File: src/rtl/alertness_monitor_n.sv
// alertness_monitor_n: randomised operator prompt with escalation and alarm.
// Includes response latency reporting, a miss counter and a stuck-button watchdog.
//
// Ports:
//   clock       single clock, rising edge
//   reset       asynchronous active-low reset
//   in_put      response button, synchronous to clock
//   stage_led   one-hot prompt stage indicator
//   alarm       alarm lamp
//   ring        bell: in ALARM, or in IDLE while the button is held
//   rsp_valid   one-cycle pulse per accepted response
//   rsp_latency latency of the last accepted response, held
//   miss_count  saturating count of ALARM entries
//   wdt_fault   sticky watchdog-fired flag
module alertness_monitor_n #(
  parameter int                LFSR_W        = 8,
  parameter logic [LFSR_W-1:0] TAPS          = LFSR_W'(8'hB8),
  parameter int                WAIT_SCALE    = 10,
  parameter int                STAGES        = 3,
  parameter int                PROMPT_CYCLES = 10,
  parameter int                WDT_LIMIT     = 4096,
  parameter int                LAT_W         = 12,
  parameter int                MISS_W        = 4
) (
  input  logic              clock,
  input  logic              reset,
  input  logic              in_put,
  output logic [STAGES-1:0] stage_led,
  output logic              alarm,
  output logic              ring,
  output logic              rsp_valid,
  output logic [LAT_W-1:0]  rsp_latency,
  output logic [MISS_W-1:0] miss_count,
  output logic              wdt_fault
);

  localparam int SW = $clog2(STAGES + 2);
  localparam int CW = LFSR_W + $clog2(WAIT_SCALE) + 1;
  localparam int WW = $clog2(WDT_LIMIT);

  localparam logic [SW-1:0] S_IDLE  = '0;
  localparam logic [SW-1:0] S_P0    = SW'(1);
  localparam logic [SW-1:0] S_PL    = SW'(STAGES);
  localparam logic [SW-1:0] S_ALARM = SW'(STAGES + 1);

  localparam logic [CW-1:0] C_ONE    = CW'(1);
  localparam logic [CW-1:0] C_PROMPT = CW'(PROMPT_CYCLES);
  localparam logic [CW-1:0] C_SCALE  = CW'(WAIT_SCALE);
  localparam logic [WW-1:0] W_LAST   = WW'(WDT_LIMIT - 1);

  logic [SW-1:0]     state_q, state_d;
  logic [CW-1:0]     cnt_q, cnt_d;
  logic [WW-1:0]     wdt_q, wdt_d;
  logic [LAT_W-1:0]  lat_q, lat_d;
  logic [LAT_W-1:0]  rlat_q, rlat_d;
  logic [LFSR_W-1:0] lfsr_q, lfsr_d;
  logic [LFSR_W-1:0] hold_q, hold_d;
  logic [MISS_W-1:0] miss_q, miss_d;
  logic              in_q;
  logic              rv_q, rv_d;
  logic              fault_q, fault_d;

  logic              rise;
  logic              idle_s, prompt_s, alarm_s;
  logic              accept;
  logic [CW-1:0]     quiet;
  logic [LAT_W-1:0]  lat_inc;
  logic [MISS_W-1:0] miss_inc;

  assign rise     = in_put & ~in_q;
  assign idle_s   = (state_q == S_IDLE);
  assign alarm_s  = (state_q == S_ALARM);
  assign prompt_s = (state_q >= S_P0) && (state_q <= S_PL);
  assign quiet    = CW'(hold_q) * C_SCALE;
  assign lat_inc  = (&lat_q) ? lat_q : lat_q + 1'b1;
  assign miss_inc = (&miss_q) ? miss_q : miss_q + 1'b1;
  assign lfsr_d   = {lfsr_q[LFSR_W-2:0], ^(lfsr_q & TAPS)};

  always_comb begin
    state_d = state_q;
    cnt_d   = cnt_q;
    lat_d   = lat_q;
    hold_d  = hold_q;
    rv_d    = 1'b0;
    rlat_d  = rlat_q;
    miss_d  = miss_q;
    fault_d = fault_q;
    accept  = 1'b0;

    unique case (1'b1)
      idle_s: begin
        if (!in_put) begin
          if (cnt_q < quiet) begin
            cnt_d = cnt_q + 1'b1;
          end else begin
            state_d = S_P0;
            cnt_d   = C_ONE;
            lat_d   = '0;
          end
        end
      end
      prompt_s: begin
        lat_d = lat_inc;
        if (rise) begin
          accept = 1'b1;
        end else if (cnt_q == C_PROMPT) begin
          cnt_d = C_ONE;
          if (state_q == S_PL) begin
            state_d = S_ALARM;
            miss_d  = miss_inc;
          end else begin
            state_d = state_q + 1'b1;
          end
        end else begin
          cnt_d = cnt_q + 1'b1;
        end
      end
      alarm_s: begin
        lat_d = lat_inc;
        if (rise) accept = 1'b1;
      end
      default: begin
        state_d = S_IDLE;
        cnt_d   = C_ONE;
      end
    endcase

    if (accept) begin
      state_d = S_IDLE;
      cnt_d   = C_ONE;
      rv_d    = 1'b1;
      rlat_d  = lat_inc;
      hold_d  = lfsr_q;
    end

    // ALARM is a legitimate indefinite wait, so the watchdog idles there.
    if (alarm_s || (state_d != state_q)) begin
      wdt_d = '0;
    end else begin
      wdt_d = wdt_q + 1'b1;
    end

    // Expiry overrides whatever else this cycle decided.
    if (!alarm_s && (wdt_q == W_LAST)) begin
      fault_d = 1'b1;
      state_d = S_IDLE;
      cnt_d   = C_ONE;
      wdt_d   = '0;
      hold_d  = lfsr_q;
      rv_d    = 1'b0;
      rlat_d  = rlat_q;
      miss_d  = miss_q;
    end
  end

  always_ff @(posedge clock or negedge reset) begin
    if (!reset) begin
      state_q <= S_IDLE;
      cnt_q   <= C_ONE;
      wdt_q   <= '0;
      lat_q   <= '0;
      rlat_q  <= '0;
      lfsr_q  <= '1;
      hold_q  <= '1;
      miss_q  <= '0;
      in_q    <= 1'b0;
      rv_q    <= 1'b0;
      fault_q <= 1'b0;
    end else begin
      state_q <= state_d;
      cnt_q   <= cnt_d;
      wdt_q   <= wdt_d;
      lat_q   <= lat_d;
      rlat_q  <= rlat_d;
      lfsr_q  <= lfsr_d;
      hold_q  <= hold_d;
      miss_q  <= miss_d;
      in_q    <= in_put;
      rv_q    <= rv_d;
      fault_q <= fault_d;
    end
  end

  always_comb begin
    for (int k = 0; k < STAGES; k++) begin
      stage_led[k] = (state_q == SW'(k + 1));
    end
  end

  assign alarm       = alarm_s;
  assign ring        = alarm_s | (idle_s & in_put);
  assign rsp_valid   = rv_q;
  assign rsp_latency = rlat_q;
  assign miss_count  = miss_q;
  assign wdt_fault   = fault_q;

endmodule

File: config.mk
export PLATFORM = sky130hd
export DESIGN_NAME = alertness_monitor_n
export DESIGN_NICKNAME = d
export VERILOG_FILES = /design/src/rtl/alertness_monitor_n.sv
export SDC_FILE = /design/constraint.sdc
export NUM_CORES = 1
export LEC_CHECK = 0
export CELL_PAD_IN_SITES_DETAIL_PLACEMENT = 0
export CELL_PAD_IN_SITES_GLOBAL_PLACEMENT = 1
export CORE_MARGIN = 2
export CORE_UTILIZATION = 35
export DETAILED_ROUTE_END_ITERATION = 7
export PLACE_DENSITY_LB_ADDON = 0.08
export SLEW_MARGIN = 20
export SYNTH_ARGS = -nofsm -noshare
export SYNTH_HDL_FRONTEND = slang
export SYNTH_SLANG_ARGS = --single-unit
export TNS_END_PERCENT = 20
File: constraint.sdc
create_clock -name clock -period 4.5 [get_ports clock]
set_input_delay 1.35 -clock clock [delete_from_list [all_inputs] [get_ports clock]]
set_output_delay 1.35 -clock clock [all_outputs]
set_load 0.01 [all_outputs]
After elaboration in Yosys (flattened, before gate mapping). Index checks and enable logic that the tools add are counted.

Bits in registers: 75. Bits of input ports: 3. Output and inout port bits: 23. Word-level logic and storage cells: 81.

Add/subtract/negate cells: 5. Multiply operators: 1. $lt $le $gt $ge: 3. Equal/unequal tests: 12. Multiplexer cells: 27. Bitwise gates (word level): 7. Reduce and logical (&&, ||, !) cells: 15.

Operator list (number): $mux 13 (6); $mux 12 (5); $pmux 13 s3 (1); $add 12x1->12 const B (2); $pmux 12 s2 (1); $mux 3 (7); $mux 8 (2); $add 13x1->13 const B (1); $eq 13x4->1 const B (1); $lt 13x12->1 (1); $eq 12x12->1 const B (1); $reduce_and 12->1 (1); $mul 8x3->11 const B (1); $pmux 3 s3 (1); $ne 4x2->1 const B (2); $reduce_xor 8->1 (1); $eq 3x2->1 const B (2); $reduce_and 3->1 (2); $reduce_and 6->1 (1); $add 4x1->4 const B (1); $mux 1 (4); $ne 2x2->1 const B (2); $not 1->1 (4); $reduce_and 4->1 (1); other kinds (16) (19).

Logic depth before layout (Yosys ltp). Gate-level depths: netlist (run 1).

Depth in word-level cells: 10. Mapped depth: 19. Gate-level depth less buffers: 17.

Least setup slack after synthesis (run 1). OpenSTA, ideal clock, no wires.

Path type: register to register. Start: register hold_q[1]. End: register wdt_q[3]. Setup time: 0.095 ns. Data arrival time: 3.482 ns. Data required time: 4.405 ns. Setup slack: 0.924 ns. Cell stages (with the launch flop): 19. Path buffers: 1. Period minus slack after synthesis: 3.576 ns. Cell sequence: dfstp_2 > ha_1 > ha_1 > inv_1 > fa_1 > inv_1 > a21oi_1 > o21bai_1 > a21o_1 > a21oi_1 > xor2_1 > ha_1 > a21o_1 > a211oi_1 > o21ai_1 > o21ai_0 > o31ai_2 > buf_6 > nor4_4.

Word-level cells in the longest chain between the ends: 10.

RTL lines: from (decl) (line 57) `logic [LFSR_W-1:0] hold_q, hold_d;`; from (signal assigned) (line 176) `hold_q <= hold_d;`; $mul 8x3->11 (line 74) `assign quiet = CW'(hold_q) * C_SCALE;`; $lt 13x12->1 (line 93) `if (cnt_q < quiet) begin`; $mux 3 (line 93); $mux 3 (line 92) `if (!in_put) begin`; $pmux 3 s3 (line 90) `unique case (1'b1)`; $mux 3 (line 128) `if (accept) begin`; $ne 3x3->1 (line 137) `if (alarm_s || (state_d != state_q)) begin`; $logic_or 1x1->1 (line 137); $mux 12 (line 137); $mux 12 (line 144) `if (!alarm_s && (wdt_q == W_LAST)) begin`; net wdt_d[3] (line 53) `logic [WW-1:0] wdt_q, wdt_d;`; to (signal assigned) (line 172) `wdt_q <= wdt_d;`; to (decl) (line 53).

The timed path passes the listed nets, and every way through them passes these cells. A chain may end at the register's enable or synchronous reset.

Worst setup path in the final report (run 1).
Start: register hold_q[1]. End: register wdt_q[1].

Same word-level chain as after synthesis.

==> results.py, run 1 <==
metrics = {
    "floorplanning": {
        "die_y_um": 119,
        "die_w_um": 119,
        "placementRows": 41,
        "start_util_pct": 36.1,
        "pin_count": 26,
        "dieArea_um2": 14100,
        "coreArea_um2": 12700,
    },
    "critical_path": {
        "crit_buf_inv": 3,
        "critPathMostFrequentCell": "ha_1",
        "path_delay_family": "compound AO/OA/AOI/OAI gates",
        "critPathMaxStageDelay_ns": 0.54,
        "arrival_ns": 4.28,
        "cp-end-kind": "flop",
        "worstSetupStartpointType": "flop",
        "worst_path_max_delay_cell": "dfstp_2",
        "crit_chain": "ha_1, ha_1, inv_1, fa_1, inv_1, a21oi_1, o21bai_1, a21o_1, a21oi_1, xor2_1, ha_1, a21o_1, a211oi_1, o21ai_1, o21ai_2, o211ai_2, buf_4, nor4b_1",
        "crit_fanout": 12,
        "critPathKind": "flop to flop",
        "crit_required_ns": 4.73,
    },
    "timing": {
        "finalHoldViolCount": 0,
        "setup_tns_ns": 0,
        "max_slew.worst_pin.slew_ns": 0.847,
        "rsz0062_at_grt": "false",
        "final-setup-viol-count": 0,
        "fin_crit_ns": 4.05,
        "finClkSkew_ns": 0.00817,
        "fin_crit_sh_pct": 90.1,
        "fmax_mhz": 247,
        "max_slew_margin_pct": 43.2,
        "whs_ns": 0.367,
        "slew_viol_final": 0,
    },
    "route": {
        "wire_per_inst_um": 15.4,
        "drtAntennaViolNets": 0,
        "initialDrtViolationCount": 138,
        "vias_per_cell": 5.22,
        "wirelength_um": 10200,
        "firstDrtPassIters": 4,
        "via_count": 3456,
        "drc": 0,
    },
    "clock_network": {
        "clkLatencyLatePin_ns": 0.34,
        "cts_made_buffers": 9,
        "h-tree-depth": 3,
        "clk_pin_slew_ns": 0.06,
        "cts_sinks": 75,
        "cts_resized": 0,
        "clockBufferDepth": 2,
        "post_cts_buffers": 0,
        "cts_tree": "yes",
        "root_buffer": "clkbuf_16",
        "ctsHoldBuffers": 0,
    },
    "placed_design": {
        "place_inst": 646,
        "portBuffers": 25,
        "dp_hpwl_um": 7160,
        "place.gp.congestion": 0.824,
    },
    "synth": {
        "synth_seq_cells": 75,
        "yosysTopAreaCell": "dfrtp_1",
        "syn_inst": 459,
        "avgSynthCellArea_um2": 10.0,
        "synth_edf_count": 0,
        "ys_types": 69,
        "mappedNetlistNets": 495,
        "ys_top_cells_by_area": "dfrtp_1 32%, dfstp_2 9.7%, ha_1 8.7%",
        "synth_flop_cell": "dfrtp_1",
        "synthesis.area_um2": 4590,
        "synth_top_area_share_pct": 31.6,
        "synth_warnings": 0,
        "synth-seq-area-share_pct": 41.3,
        "synth-async-reset-ratio_pct": 100,
    },
    "global_route": {
        "antenna_found_initial": 0,
        "track_usage_pct": 15.9,
        "grt_start_max_net_pins": 76,
        "grt_pass1_wl_um": 17900,
        "grt-ovfl-total": 0,
        "grt_pass1_vias": 3598,
    },
    "job": {
        "drv_cap": 0,
    },
    "final_layout": {
        "design.final.nets": 521,
        "area_delta_synth_final_pct": 14.6,
        "antenna_cells": 0,
        "layout-drive-gt1-share_pct": 15.3,
        "multiInputGateArea_um2": 2480,
        "layout_common_cells": "58 x dfrtp_1, 38 x nand2_1, 32 x ha_1",
        "final_common_cell": "dfrtp_1",
        "fill_cells": 1297,
        "seq_area_um2": 1900,
        "fin_util_pct": 41.4,
        "fin_cells": 662,
    },
    "power": {
        "finalPower_mw": 2.45,
        "power_switching_mw": 0.903,
        "p_sw_share_pct": 36.8,
        "p_int_mw": 1.55,
        "irDropWorstVdd_v": 0.000172,
        "power_density_nw_per_um2": 466,
        "leakagePower_nw": 2.25,
        "combPwrFrac_pct": 36.7,
        "pwr-share-seq_pct": 35.3,
        "clkPwrFrac_pct": 28.0,
    },
    "min_path": {
        "hp-class": "flop to flop",
    },
    "status": {
        "status": "finished, final reports clean",
    },
}
==> synthesized netlist by cell type, drive strengths merged (2+ instances only) <==
master	n
dfrtp	58
nand2	38
ha	32
nand3	28
a21oi	26
o21ai	25
inv	22
nor2	19
nor3	18
dfstp	17
a31oi	16
buf	16
xnor2	15
nor4	14
xor2	14
mux2	9
and3	8
nand4	8
nand2b	7
a21o	5
nor2b	5
and2	4
o21a	4
o31ai	4
and4	3
o21bai	3
or3	3
a211oi	2
a21boi	2
a22oi	2
nor3b	2
nor4b	2
nor4bb	2
o211ai	2
o21ba	2
o22ai	2
==> power by group through the flow <==
stage | Combinational, mW | Sequential (mW) | Clock (mW)
after floorplan | 0.670 | 0.855 | 0
after global placement | 0.904 | 0.877 | 0
after detailed placement | 0.906 | 0.877 | 0
after CTS | 0.909 | 0.866 | 0.712
after global routing | 1.02 | 0.883 | 0.739
final | 0.901 | 0.866 | 0.687
==> state kept, by name, summed over array words and instances (netlist names) <==
register,count
wdt_fault,1
lfsr_q,8
rsp_latency,12
lat_q,12
miss_count,4
state_q,3
in_q,1
cnt_q,13
wdt_q,12
rsp_valid,1
hold_q,8
==> per-stage QoR <==
stage                     worst slack (ns)  area (um2)
after detailed placement             0.395        4980
after global placement               0.452        4980
after CTS                            0.374        5260
final                                0.445        5260
after floorplan                      0.924        4590
after global routing                 0.113        5260
==> cells by family (layout without fill, tap and decap cells) <==
family	count (synthesis)	after routing	synth area share (%)
compound gates	105	105	16.1
buf+inv	40	71	4.82
fa+ha+maj	33	33	9.15
xor+xnor	29	29	5.53
mux	10	10	2.42
flops	75	75	41.3
simple gates	167	167	20.6
==> path summary, 6_finish.rpt <==
path	from	end	slack [ns]	cells past startpoint
setup / recovery	hold_q[1]	wdt_q[1]	0.45	18
hold / removal	lfsr_q[2]	lfsr_q[3]	0.37	0
setup reg to reg	hold_q[1]	wdt_q[1]	0.45	18
hold reg to reg	lfsr_q[2]	lfsr_q[3]	0.37	0
max in group asynchronous	reset	cnt_q[4]	2.97	1
min in group asynchronous	reset	rsp_latency[2]	1.03	1
==> worst register-to-register path, delay by kind of cell (launching register included) <==
family	cells	cell delay (ns)
compound gates	9	1.73
xor+xnor	1	0.19
fa+ha+maj	4	0.90
buf+inv	3	0.33
flops	1	0.54
simple gates	1	0.26
==> final cells by class <==
class                   count  share of cell area, %
clock buffers              14                   5.04
clock inverters             2                  0.238
inverters                  23                   1.66
multi-input cells         344                   47.1
flip-flops and latches     75                   36.1
well taps                 172                   4.09
repair buffers             32                   5.78
==> per-layer routing <==
layer  global-route usage (%)  vias to the layer above  part of all wire, %
met5                        0                        -                    0
met4                     7.89                        0                  2.7
met3                     2.56                       16                  2.5
met2                     23.9                       45                   44
met1                     22.2                     1668                   51
li1                         -                     1727                    -
Power figures use the tool's default switching activity.
==> run 2, diff against run 1 <==
Clock period 4.5 ns to 3.9 ns, I/O delays scaled along.
==> run 2 against run 1 <==
Worst hold slack worse by 0.0032 ns. Clock skew fell by 0.0021 ns. Sequential cell count is the same. Largest power group unchanged. Count of clock-buffer cells in the layout fell by 3. First-iteration DRC count rose by 6.5%. Largest cell class unchanged. Register-to-register slack worse by 0.23 ns. Sequential power is 15% higher. Combinational power grew 23%. Critical path depth stayed put. Global-route usage rose by 0.087 points. Total power increased by 23%. Core utilization up 1.7 points.
==> results.py, run 2 (synthesis gave the netlist of run 1 again) <==
metrics = {
    "clock_network": {
        "clk_pin_slew_ns": 0.06,
        "cts_made_buffers": 9,
        "h-tree-depth": 3,
        "clkLatencyLatePin_ns": 0.34,
        "ctsHoldBuffers": 0,
        "cts_tree": "yes",
        "root_buffer": "clkbuf_16",
        "cts_sinks": 75,
        "clockBufferDepth": 2,
    },
    "final_layout": {
        "fill_cells": 1309,
        "area_delta_synth_final_pct": 19.2,
        "fin_cells": 673,
        "multiInputGateArea_um2": 2570,
        "design.final.nets": 532,
        "fin_util_pct": 43.0,
        "largest_register_ffs": 13,
        "regMostFlops": "cnt_q",
        "layout_common_cells": "58 x dfrtp_1, 38 x nand2_1, 29 x ha_1",
        "seq_area_um2": 1900,
        "stdcell_area_um2": 5480,
        "final_common_cell": "dfrtp_1",
        "antenna_cells": 0,
        "layout-drive-gt1-share_pct": 20.8,
    },
    "power": {
        "power_switching_mw": 1.06,
        "pwr-share-seq_pct": 33.2,
        "leakagePower_nw": 2.33,
        "combPwrFrac_pct": 36.8,
        "p_int_mw": 1.95,
        "irDropWorstVdd_v": 0.000178,
        "p_sw_share_pct": 35.3,
        "power_density_nw_per_um2": 550,
        "clkPwrFrac_pct": 30.0,
    },
    "global_route": {
        "grt_pass1_wl_um": 17900,
        "antenna_found_initial": 0,
        "grt_start_max_net_pins": 76,
        "grt-ovfl-total": 0,
        "grt_pass1_vias": 3521,
        "track_usage_pct": 16.0,
    },
    "route": {
        "wirelength_um": 10600,
        "vias_per_cell": 5.28,
        "initialDrtViolationCount": 147,
        "via_count": 3556,
        "drtAntennaViolNets": 0,
        "drc": 0,
        "wire_per_inst_um": 15.7,
        "firstDrtPassIters": 4,
    },
    "timing": {
        "max_slew.worst_pin.slew_ns": 0.963,
        "fin_crit_sh_pct": 94.4,
        "fin_crit_ns": 3.68,
        "setup_slack_ns": 0.217,
        "final-setup-viol-count": 0,
        "fmax_mhz": 272,
        "finClkSkew_ns": 0.00604,
        "max_slew_margin_pct": 35.8,
        "slew_viol_final": 0,
        "finalHoldViolCount": 0,
    },
    "floorplanning": {
        "placementRows": 41,
        "pin_count": 26,
        "die_y_um": 119,
        "coreArea_um2": 12700,
        "dieArea_um2": 14100,
        "start_util_pct": 36.1,
        "die_w_um": 119,
    },
    "placed_design": {
        "portBuffers": 25,
        "place_inst": 654,
        "place.gp.congestion": 0.779,
        "dp_worst_setup_slack_ns": -0.0208,
        "dp_hpwl_um": 7370,
        "dpl_cell_area_um2": 5040,
    },
    "critical_path": {
        "worstSetupStartpointType": "flop",
        "startpoint": "hold_q[2]",
        "arrival_ns": 3.91,
        "crit_fanout": 12,
        "crit_required_ns": 4.13,
        "timing.rr.start": "hold_q[2]",
        "critPathKind": "flop to flop",
        "cp-end-kind": "flop",
    },
    "job": {
        "drv_cap": 0,
    },
    "min_path": {
        "hp-class": "flop to flop",
        "hp-start": "lfsr_q[0]",
    },
    "status": {
        "status": "finished, final reports clean",
    },
}
## run 2: what timing repair did
item | CTS | global route
pin swaps | 0 | 10
gates resized for setup | 1 | 20
cloned | 0 | 0
endpoints found under the setup margin | 1 | 39
hold endpoints to repair | 0 | 0
buffers inserted | 0 | 4
## run 2: cell type report
type / count / share of cell area (%)
Clock buffer: 11 / 4.43
Clock inverter: 5 / 1.42
Tap cell: 172 / 3.93
Sequential cell: 75 / 34.7
Inverter: 23 / 1.60
Timing Repair Buffer: 43 / 7.06
Multi-Input combinational cell: 344 / 46.9
## run 2: power groups by stage
stage          sequential [mW]  combinational [mW]  clock [mW]
2_1_floorplan            0.987               0.774           0
3_3_place_gp              1.01                1.08           0
3_5_place_dp              1.01                1.08           0
4_1_cts                   1.00                1.09       0.941
5_1_grt                   1.02                1.24       0.965
6_report                  1.00                1.11       0.904
## run 2: metal layers
| metal | global-route usage, % | wire [um] | vias up |
|---|---|---|---|
| li1 | - | - | 1749 |
| met1 | 22.4 | 5320 | 1752 |
| met2 | 24.3 | 4820 | 46 |
| met3 | 2.61 | 287 | 9 |
| met4 | 7.14 | 140 | 0 |
| met5 | 0 | 0 | - |
## run 2: worst paths after layout
path,endpoint,slack (ns),cells after the start
max,wdt_q[4],0.22,18
min,lfsr_q[1],0.36,0
max reg2reg,wdt_q[4],0.22,18
min reg2reg,lfsr_q[1],0.36,0
max in group asynchronous,cnt_q[6],2.30,1
min in group asynchronous,rsp_latency[2],0.98,1
## run 2: critical path: stages (launching register included)
cell,delay [ns]
dfstp_2,0.59
ha_4,0.16
ha_4,0.14
inv_2,0.04
fa_2,0.36
inv_2,0.07
a21oi_2,0.05
o21bai_1,0.18
a21o_1,0.15
a21oi_2,0.06
xor2_1,0.14
ha_1,0.29
nand4b_1,0.20
buf_4,0.21
nor4_2,0.31
o21ai_2,0.10
o31ai_2,0.23
buf_6,0.21
nor3_1,0.08
## run 2: through the flow
stage	hold WS (ns)	total power, mW	setup TNS, ns
floorplan	0.352	1.76	0
global placement	0.359	2.09	0
detailed placement	0.357	2.09	-0.0208
CTS	0.365	3.03	0
global route	0.372	3.22	-0.191
finish	0.364	3.01	0
